## src/rtl/ram_sp_burst_reader_pkg.sv

```systemverilog
// Shared types and helpers for the RAM burst reader: FSM state encoding
// and the read-issue credit rule.
package ram_sp_burst_reader_pkg;

    typedef enum logic [1:0] {
        ST_IDLE  = 2'd0,
        ST_READ  = 2'd1,
        ST_DRAIN = 2'd2
    } state_e;

    localparam int FIFO_DEPTH = 2;

    // A read may issue only if every word already owed to the stream still fits in the FIFO.
    function automatic logic credit_ok(input logic [1:0] fifo_count,
                                       input logic       in_flight,
                                       input logic       pop);
        return ({1'b0, fifo_count} + {2'b0, in_flight}) < (3'(FIFO_DEPTH) + {2'b0, pop});
    endfunction

endpackage

```

## src/rtl/ram_sp_burst_reader_sync_fifo2.sv

```systemverilog
// Two-entry synchronous FIFO with push/pop/count; head is visible on data_o
// whenever valid_o is high.
module sync_fifo2 #(
    parameter int WIDTH = 9
) (
    input  logic             clock_i,
    input  logic             reset_i,
    input  logic             push_i,
    input  logic [WIDTH-1:0] data_i,
    input  logic             pop_i,
    output logic [WIDTH-1:0] data_o,
    output logic             valid_o,
    output logic [1:0]       count_o
);

    logic [WIDTH-1:0] mem_q [2];
    logic             wr_ptr_q;
    logic             rd_ptr_q;
    logic [1:0]       count_q;
    logic [1:0]       count_d;
    logic             push_ok;
    logic             pop_ok;

    assign pop_ok  = pop_i && (count_q != 2'd0);
    assign push_ok = push_i && ((count_q != 2'd2) || pop_ok);
    assign count_d = count_q + {1'b0, push_ok} - {1'b0, pop_ok};

    always_ff @(posedge clock_i) begin
        if (reset_i) begin
            mem_q[0] <= '0;
            mem_q[1] <= '0;
            wr_ptr_q <= 1'b0;
            rd_ptr_q <= 1'b0;
            count_q  <= 2'd0;
        end else begin
            if (push_ok) begin
                mem_q[wr_ptr_q] <= data_i;
                wr_ptr_q        <= ~wr_ptr_q;
            end
            if (pop_ok) begin
                rd_ptr_q <= ~rd_ptr_q;
            end
            count_q <= count_d;
        end
    end

    assign data_o  = mem_q[rd_ptr_q];
    assign valid_o = (count_q != 2'd0);
    assign count_o = count_q;

endmodule

```

## src/rtl/ram_sp_burst_reader.sv

```systemverilog
// Burst read initiator for ram_sp: walks base..base+length-1 and streams the
// words out over valid/ready, absorbing the one-cycle RAM read latency.
//
// state    | meaning
// ---------+---------------------------------------------------------------
// ST_IDLE  | waiting for start; done pulse may be showing
// ST_READ  | address on the bus is the next word to fetch
// ST_DRAIN | all reads issued; waiting for the last beat (or zero length)
module ram_sp_burst_reader
    import ram_sp_burst_reader_pkg::*;
#(
    parameter int DWIDTH = 8,
    parameter int AWIDTH = 12,
    parameter int LWIDTH = 13
) (
    input  logic              clock_i,
    input  logic              reset_i,
    input  logic              start_i,
    input  logic [AWIDTH-1:0] base_addr_i,
    input  logic [LWIDTH-1:0] length_i,
    output logic              busy_o,
    output logic              done_o,
    output logic              mem_wren_o,
    output logic [AWIDTH-1:0] mem_address_o,
    input  logic [DWIDTH-1:0] mem_q_i,
    output logic              out_valid_o,
    input  logic              out_ready_i,
    output logic [DWIDTH-1:0] out_data_o,
    output logic              out_last_o
);

    state_e            state_q;
    logic [AWIDTH-1:0] addr_q;
    logic [LWIDTH-1:0] remaining_q;
    logic              rd_valid_q;
    logic              rd_last_q;
    logic              len_zero_q;
    logic              busy_q;
    logic              done_q;

    logic [DWIDTH:0]   fifo_head;
    logic [1:0]        fifo_count;
    logic              fifo_valid;
    logic              pop;
    logic              issue;

    assign pop   = fifo_valid && out_ready_i;
    assign issue = (state_q == ST_READ) && credit_ok(fifo_count, rd_valid_q, pop);

    // rd_valid_q marks that mem_q_i carries a word sampled at the previous edge.
    sync_fifo2 #(
        .WIDTH (DWIDTH + 1)
    ) u_fifo (
        .clock_i (clock_i),
        .reset_i (reset_i),
        .push_i  (rd_valid_q),
        .data_i  ({rd_last_q, mem_q_i}),
        .pop_i   (pop),
        .data_o  (fifo_head),
        .valid_o (fifo_valid),
        .count_o (fifo_count)
    );

    always_ff @(posedge clock_i) begin
        if (reset_i) begin
            state_q     <= ST_IDLE;
            addr_q      <= '0;
            remaining_q <= '0;
            rd_valid_q  <= 1'b0;
            rd_last_q   <= 1'b0;
            len_zero_q  <= 1'b0;
            busy_q      <= 1'b0;
            done_q      <= 1'b0;
        end else begin
            done_q     <= 1'b0;
            rd_valid_q <= issue;
            rd_last_q  <= issue && (remaining_q == LWIDTH'(1));
            if (done_q) begin
                busy_q <= 1'b0;
            end
            case (state_q)
                ST_IDLE: begin
                    if (start_i) begin
                        busy_q <= 1'b1;
                        if (length_i != '0) begin
                            addr_q      <= base_addr_i;
                            remaining_q <= length_i;
                            len_zero_q  <= 1'b0;
                            state_q     <= ST_READ;
                        end else begin
                            len_zero_q  <= 1'b1;
                            state_q     <= ST_DRAIN;
                        end
                    end
                end
                ST_READ: begin
                    if (issue) begin
                        addr_q      <= addr_q + AWIDTH'(1);
                        remaining_q <= remaining_q - LWIDTH'(1);
                        if (remaining_q == LWIDTH'(1)) begin
                            state_q <= ST_DRAIN;
                        end
                    end
                end
                ST_DRAIN: begin
                    if (len_zero_q || (pop && fifo_head[DWIDTH])) begin
                        state_q <= ST_IDLE;
                        done_q  <= 1'b1;
                    end
                end
                default: state_q <= ST_IDLE;
            endcase
        end
    end

    assign busy_o        = busy_q;
    assign done_o        = done_q;
    assign mem_wren_o    = 1'b0;
    assign mem_address_o = addr_q;
    assign out_valid_o   = fifo_valid;
    assign out_data_o    = fifo_head[DWIDTH-1:0];
    assign out_last_o    = fifo_head[DWIDTH];

endmodule

```

## config.mk

```make
export PLATFORM = sky130hd
export DESIGN_NAME = ram_sp_burst_reader
export DESIGN_NICKNAME = d
export VERILOG_FILES = /design/src/rtl/ram_sp_burst_reader_pkg.sv /design/src/rtl/ram_sp_burst_reader_sync_fifo2.sv /design/src/rtl/ram_sp_burst_reader.sv
export SDC_FILE = /design/constraint.sdc
export NUM_CORES = 1
export LEC_CHECK = 0
export CAP_MARGIN = 20
export CORE_AREA = 2 2 89 91
export DETAILED_ROUTE_END_ITERATION = 8
export DIE_AREA = 0 0 91 93
export SLEW_MARGIN = 20
export SYNTH_ARGS = -nofsm -noshare
export SYNTH_HDL_FRONTEND = slang
export SYNTH_SLANG_ARGS = --single-unit
```

## constraint.sdc

```tcl
create_clock -name clock_i -period 2.2 [get_ports clock_i]
set_clock_uncertainty 0.2 [all_clocks]
set_input_delay 0.55 -clock clock_i [delete_from_list [all_inputs] [get_ports clock_i]]
set_output_delay 0.55 -clock clock_i [all_outputs]
set_load 0.005 [all_outputs]
```

* Word level (Yosys, flattened, before mapping)
Memory sizes are Yosys's and may differ from the RTL's. A register that Yosys moved wholly into a read port is not among the register bits.
Cells that the tools add are included.
** Cells by class
- $add $sub $neg :: 6
- $lt $le $gt $ge :: 1
- Eq/ne operators :: 9
- Muxes and demuxes :: 29
- Bitwise operators :: 3
- Reduce and logical (&&, ||, !) cells :: 17
** Operators by type and width (number)
- $mux W13 :: 3
- $mux W12 :: 3
- $pmux W13 S2 :: 1
- $pmux W12 S2 :: 1
- $mux W1 :: 14
- $eq A13 B1 Y1 const B :: 1
- $reduce_bool A13 Y1 :: 1
- $sub A13 B1 Y13 const B :: 1
- $add A12 B1 Y12 const B :: 1
- $mux W2 :: 5
- $ne A2 B2 Y1 const B :: 5
- $mux W9 :: 1
- $reduce_or A9 Y1 :: 1
- $reduce_and A4 Y1 :: 2
- $logic_and A1 B1 Y1 :: 6
- $pmux W2 S3 :: 1
- $reduce_bool A2 Y1 :: 2
- $add A2 B1 Y3 :: 1
- $add A2 B1 Y3 const A :: 1
- $lt A3 B3 Y1 :: 1
- $not A1 Y1 :: 3
- $add A2 B1 Y2 :: 1
- $eq A2 B1 Y1 const B :: 1
- $eq A2 B2 Y1 const B :: 1
- 6 further kinds :: 7
** Storage, ports and cells
- Register bits :: 36
- RAM bits :: 18
- Memories kept :: 1
** Memories
- u_fifo.mem_q :: depth 2, bits a word 9, read ports 1, clocked after memory_dff 1, wr ports 2, RTL line ram_sp_burst_reader_sync_fifo2.sv:16 : logic [WIDTH-1:0] mem_q [2];

* Depth between registers and ports, before layout
- Word-level depth :: 10
- Gate-level depth with buffers :: 8
- Depth with buffers taken out :: 8

* By module
From an unflattened synthesis, not the netlist that was laid out.
** Unflattened totals
- Cells, all modules :: 328
- Area, all modules :: 2957.8 um^2
** By module, submodules not included
- ram_sp_burst_reader :: times used 1, cells each 255, area each 1900.6 um^2, sequential area each 640.6 um^2
- sync_fifo2 :: times used 1, cells each 73, area each 1057.3 um^2, sequential area each 640.6 um^2

* Worst setup path before layout
No wires, ideal clock.
- Path type :: input to register
- From :: input out_ready_i
- To :: memory u_fifo.mem_q[1][0], enable pin
- Library setup time :: 0.273 ns
- Data arrival time :: 1.587 ns
- Data required time :: 1.727 ns
- Slack :: 0.140 ns
- Stages :: 5
- Buffers on the path :: 1
- Cell sequence :: o31ai_2 > inv_1 > and3_1 > clkbuf_1 > or2_2
** RTL lines
- start, declared :: RTL line ram_sp_burst_reader.sv:27 : input logic out_ready_i,
- end, declared :: RTL line ram_sp_burst_reader_sync_fifo2.sv:16

* Worst setup path after layout
- From :: input length_i[11]
- To :: register addr_q[9], in the netlist mem_address_o[9]
** Between the ends
- Longest elaborated chain between the ends :: 3
** RTL lines
- start, declared :: RTL line ram_sp_burst_reader.sv:20 : input logic [LWIDTH-1:0] length_i,
- $reduce_bool A13 Y1 :: RTL line ram_sp_burst_reader.sv:85 : if (length_i != '0) begin
- $ne A2 B2 Y1 (no source line)
- $reduce_and A4 Y1 (no source line)
- end signal, assigned :: RTL line ram_sp_burst_reader.sv:86 : addr_q <= base_addr_i;
- end signal, assigned :: RTL line ram_sp_burst_reader.sv:98 : addr_q <= addr_q + AWIDTH'(1);
- end, declared :: RTL line ram_sp_burst_reader.sv:33 : logic [AWIDTH-1:0] addr_q;
No other way between the ends.
A chain may end at the register's enable or synchronous reset.

==> run metrics <==
status=finished clean; met2 Usage GRT=29.6%; maximum clock rate=466 MHz; Max-slew headroom=39.4%; CP Capture Type=flop; FF-to-FF path depth=9; IO Pins=62; Leak=0.00162 uW; Sink Count=55; Min-Delay Endpoint=len_zero_q$_SDFFE_PP0P_; hold path startpoint=len_zero_q$_SDFFE_PP0P_; Final GP Congestion=0.764; synth warn=0; vias per inst=5.26; fin crit period=2.15 ns; CP Data Required Time=2.24 ns; Finished Core Util=53.2%; TNS Setup=0 ns; Peak VDD IR=386 uV; Detailed Place HPWL=4.93 mm; GRT overflow=0; Max clock buf depth=2; Post-DP Area=3800 sq um; number of synthesized register bits=55; CTS tree=done; area of the mapped netlist=2880 sq um; FP Rows=32; Routed Antenna Nets=0; port bufs=60; GRT Total Usage=17.5%; Num CTS Buffers=5; antenna violations before repair=0; met3 Use GR=3.87%; die area=8460 sq um; WL/cell=14.2 um; share of the yosys chip area belonging to registers=44.5%; Post-synth EDFFs=18; Hold Path Class=flop to flop; Synth cell types=53; Worst-Skew Late Latency=0.30 ns; ys flop type=dfxtp_1; number of max-cap violations=0; most crowded layer after global routing=met2; Critical Path Fanout Max=7; Mapped Nets=370; syn_area_per_cell=8.83 sq um; cells after synthesis=326; startpoint class of the critical path=input port; Worst Max-Slew Pin Slew=0.902 ns; Reg clk slew, reported paths=0.10 ns; P per Cell Area=812 nW/um^2; Crit Reg-Reg Startpoint=rd_valid_q$_SDFF_PP0_; Vias=2715; die height=93 um; largest net degree at the start of global routing=55; final slew viol count=0; area delta synth->final=39.2%; # DRC=0; clk root buf=clkbuf_8; Total Wirelength=7.34 mm; Global Route met1 Usage=21.3%; PnR worst setup slack=0.0533 ns; vias in the first global route=2655; share of layout cells above drive strength 1=19.6%; initial core utilization=38.2%; antenna cells=0; R2R Path End=mem_address_o[9]$_SDFFE_PP0P_; worst slack at placement=-0.487 ns; Worst Hold Depth=2; final instance area=4010 sq um; total power=3250 uW; DRT Pass-1 Iters=6; crit share post-route=97.6%; Hold Fails Final Rpt=0; Detailed Route Iter0 Violations=91; Die Span X=91 um; WP data arrival=2.18 ns; reg-to-reg slack, setup=0.08 ns; first-pass GRT wire length=12.1 mm; Final nets=457; asr flop ratio synth=0%; floorplan core area=7530 sq um; Final setup viols=0; WS Path Type=input port to flop; H-tree depth=2
-- report_power, final --
part	leakage (uW)	internal [uW]	total, uW	switching, uW
clock network	0.0000514	340	671	331
registers	0.000492	1190	1310	118
logic	0.00108	682	1270	591
-- how the worst max path moves through the flow --
stage                     startpoint  slack [ns]                          endpoint
2_1_floorplan            out_ready_i        0.14  u_fifo.mem_q[1][0]$_SDFFCE_PN0P_
3_3_place_gp             length_i[8]       -0.44    mem_address_o[11]$_SDFFE_PP0P_
3_5_place_dp             length_i[0]       -0.49    mem_address_o[11]$_SDFFE_PP0P_
4_1_cts                  length_i[3]      0.0008       remaining_q[0]$_SDFFE_PP0P_
5_1_grt        rd_valid_q$_SDFF_PP0_     -0.0003    mem_address_o[11]$_SDFFE_PP0P_
6_report                length_i[11]        0.05     mem_address_o[9]$_SDFFE_PP0P_
-- sequential cells by signal, indices dropped and copies added, names as in the netlist, named ones only --
signal           cells
u_fifo.mem_q        18
remaining_q         13
mem_address_o       12
state_q              2
u_fifo.count_o       2
busy_o               1
done_o               1
len_zero_q           1
rd_last_q            1
rd_valid_q           1
u_fifo.rd_ptr_q      1
u_fifo.wr_ptr_q      1
-- cells in the mapped netlist (2+ instances only) --
library cell  count  area share (%)
a22oi_1           2            0.52
a31oi_1           3            0.65
and3_1            2            0.43
buf_2             7             1.2
a21o_1            4             1.0
or2_2             3            0.65
o21ai_1           5            0.87
nor2_1           24             3.1
o32ai_1           4             1.2
edfxtp_1         18              19
a311oi_1          2            0.61
a211oi_1          2            0.52
a22o_1            3            0.91
nor3_1           20             3.5
o21ai_0          17             3.0
nand2_1          31             4.0
a31o_2            6             1.8
nor2b_1           2            0.43
inv_1             9             1.2
nand3_1           5            0.87
and2_1           20             4.3
ha_1              7             3.0
xor2_1            2            0.61
xnor2_1           2            0.61
nor3b_1           2            0.52
buf_1             2            0.26
clkbuf_1         11             1.4
dfxtp_1          37              26
nand4_1           3            0.65
a21oi_1          34             5.9
nand2b_1          4            0.87
mux2_2            9             3.5
nor4_1            4            0.87
-- through the flow --
stage                     cells  hold slack (ns)
after detailed placement    500            0.256
after global placement      500            0.246
final                       516            0.265
after CTS                   515            0.271
after floorplan             326            0.236
after global routing        516            0.296
-- area by class of cell --
cell class	count	area (sq um)
fill	741	3520
multi-input combinational	241	1510
sequential	55	1280
timing repair buffer	101	942
tap	102	128
clock buffer	6	72.6
clock inverter	2	37.5
inverter	9	33.8
-- routing by layer --
layer,vias to the layer above,part of all wire [%]
met5,-,0
met4,0,2.5
met3,16,4.1
met2,71,50
met1,1279,44
li1,1349,-
-- critical path: stages --
cell	delay, ns
dlygate4sd2_1	0.25
nor4_2	0.32
nand4_1	0.19
a22oi_2	0.22
buf_4	0.14
clkdlybuf4s15_2	0.26
o21ai_0	0.11
a21oi_1	0.14
-- cells by family (layout without fill, tap and decap cells) --
family | Yosys count | in the layout | share of synthesized area (%)
multiplexers | 10 | 10 | 3.91
flip-flops | 55 | 55 | 44.5
buffers and inverters | 30 | 118 | 4.35
other | 1 | 1 | 0.130
AND/OR/NAND/NOR | 130 | 130 | 23.5
AO/OA/AOI/OAI | 89 | 89 | 19.3
adder cells (fa/ha/maj) | 7 | 7 | 3.04
XOR/XNOR | 4 | 4 | 1.22
-- layout by cell type, fill, tap and decap left out, drive strengths merged, types with 9 or more instances in the layout --
master / instances
edfxtp: 18
mux2: 10
nor2: 24
a21oi: 34
buf: 40
clkdlybuf4s50: 38
nand2: 31
o21ai: 22
nor3: 22
inv: 9
and2: 20
dfxtp: 37
dlygate4sd2: 18
-- repair_timing --
item | 4_1_cts | 5_1_grt
gates cloned | 2 | 0
resized for setup | 25 | 8
buffers inserted | 5 | 1
setup endpoints to repair | 37 | 26
hold buffers | 0 | 0
pin swaps | 5 | 6
(Power assumes the default switching activity.)
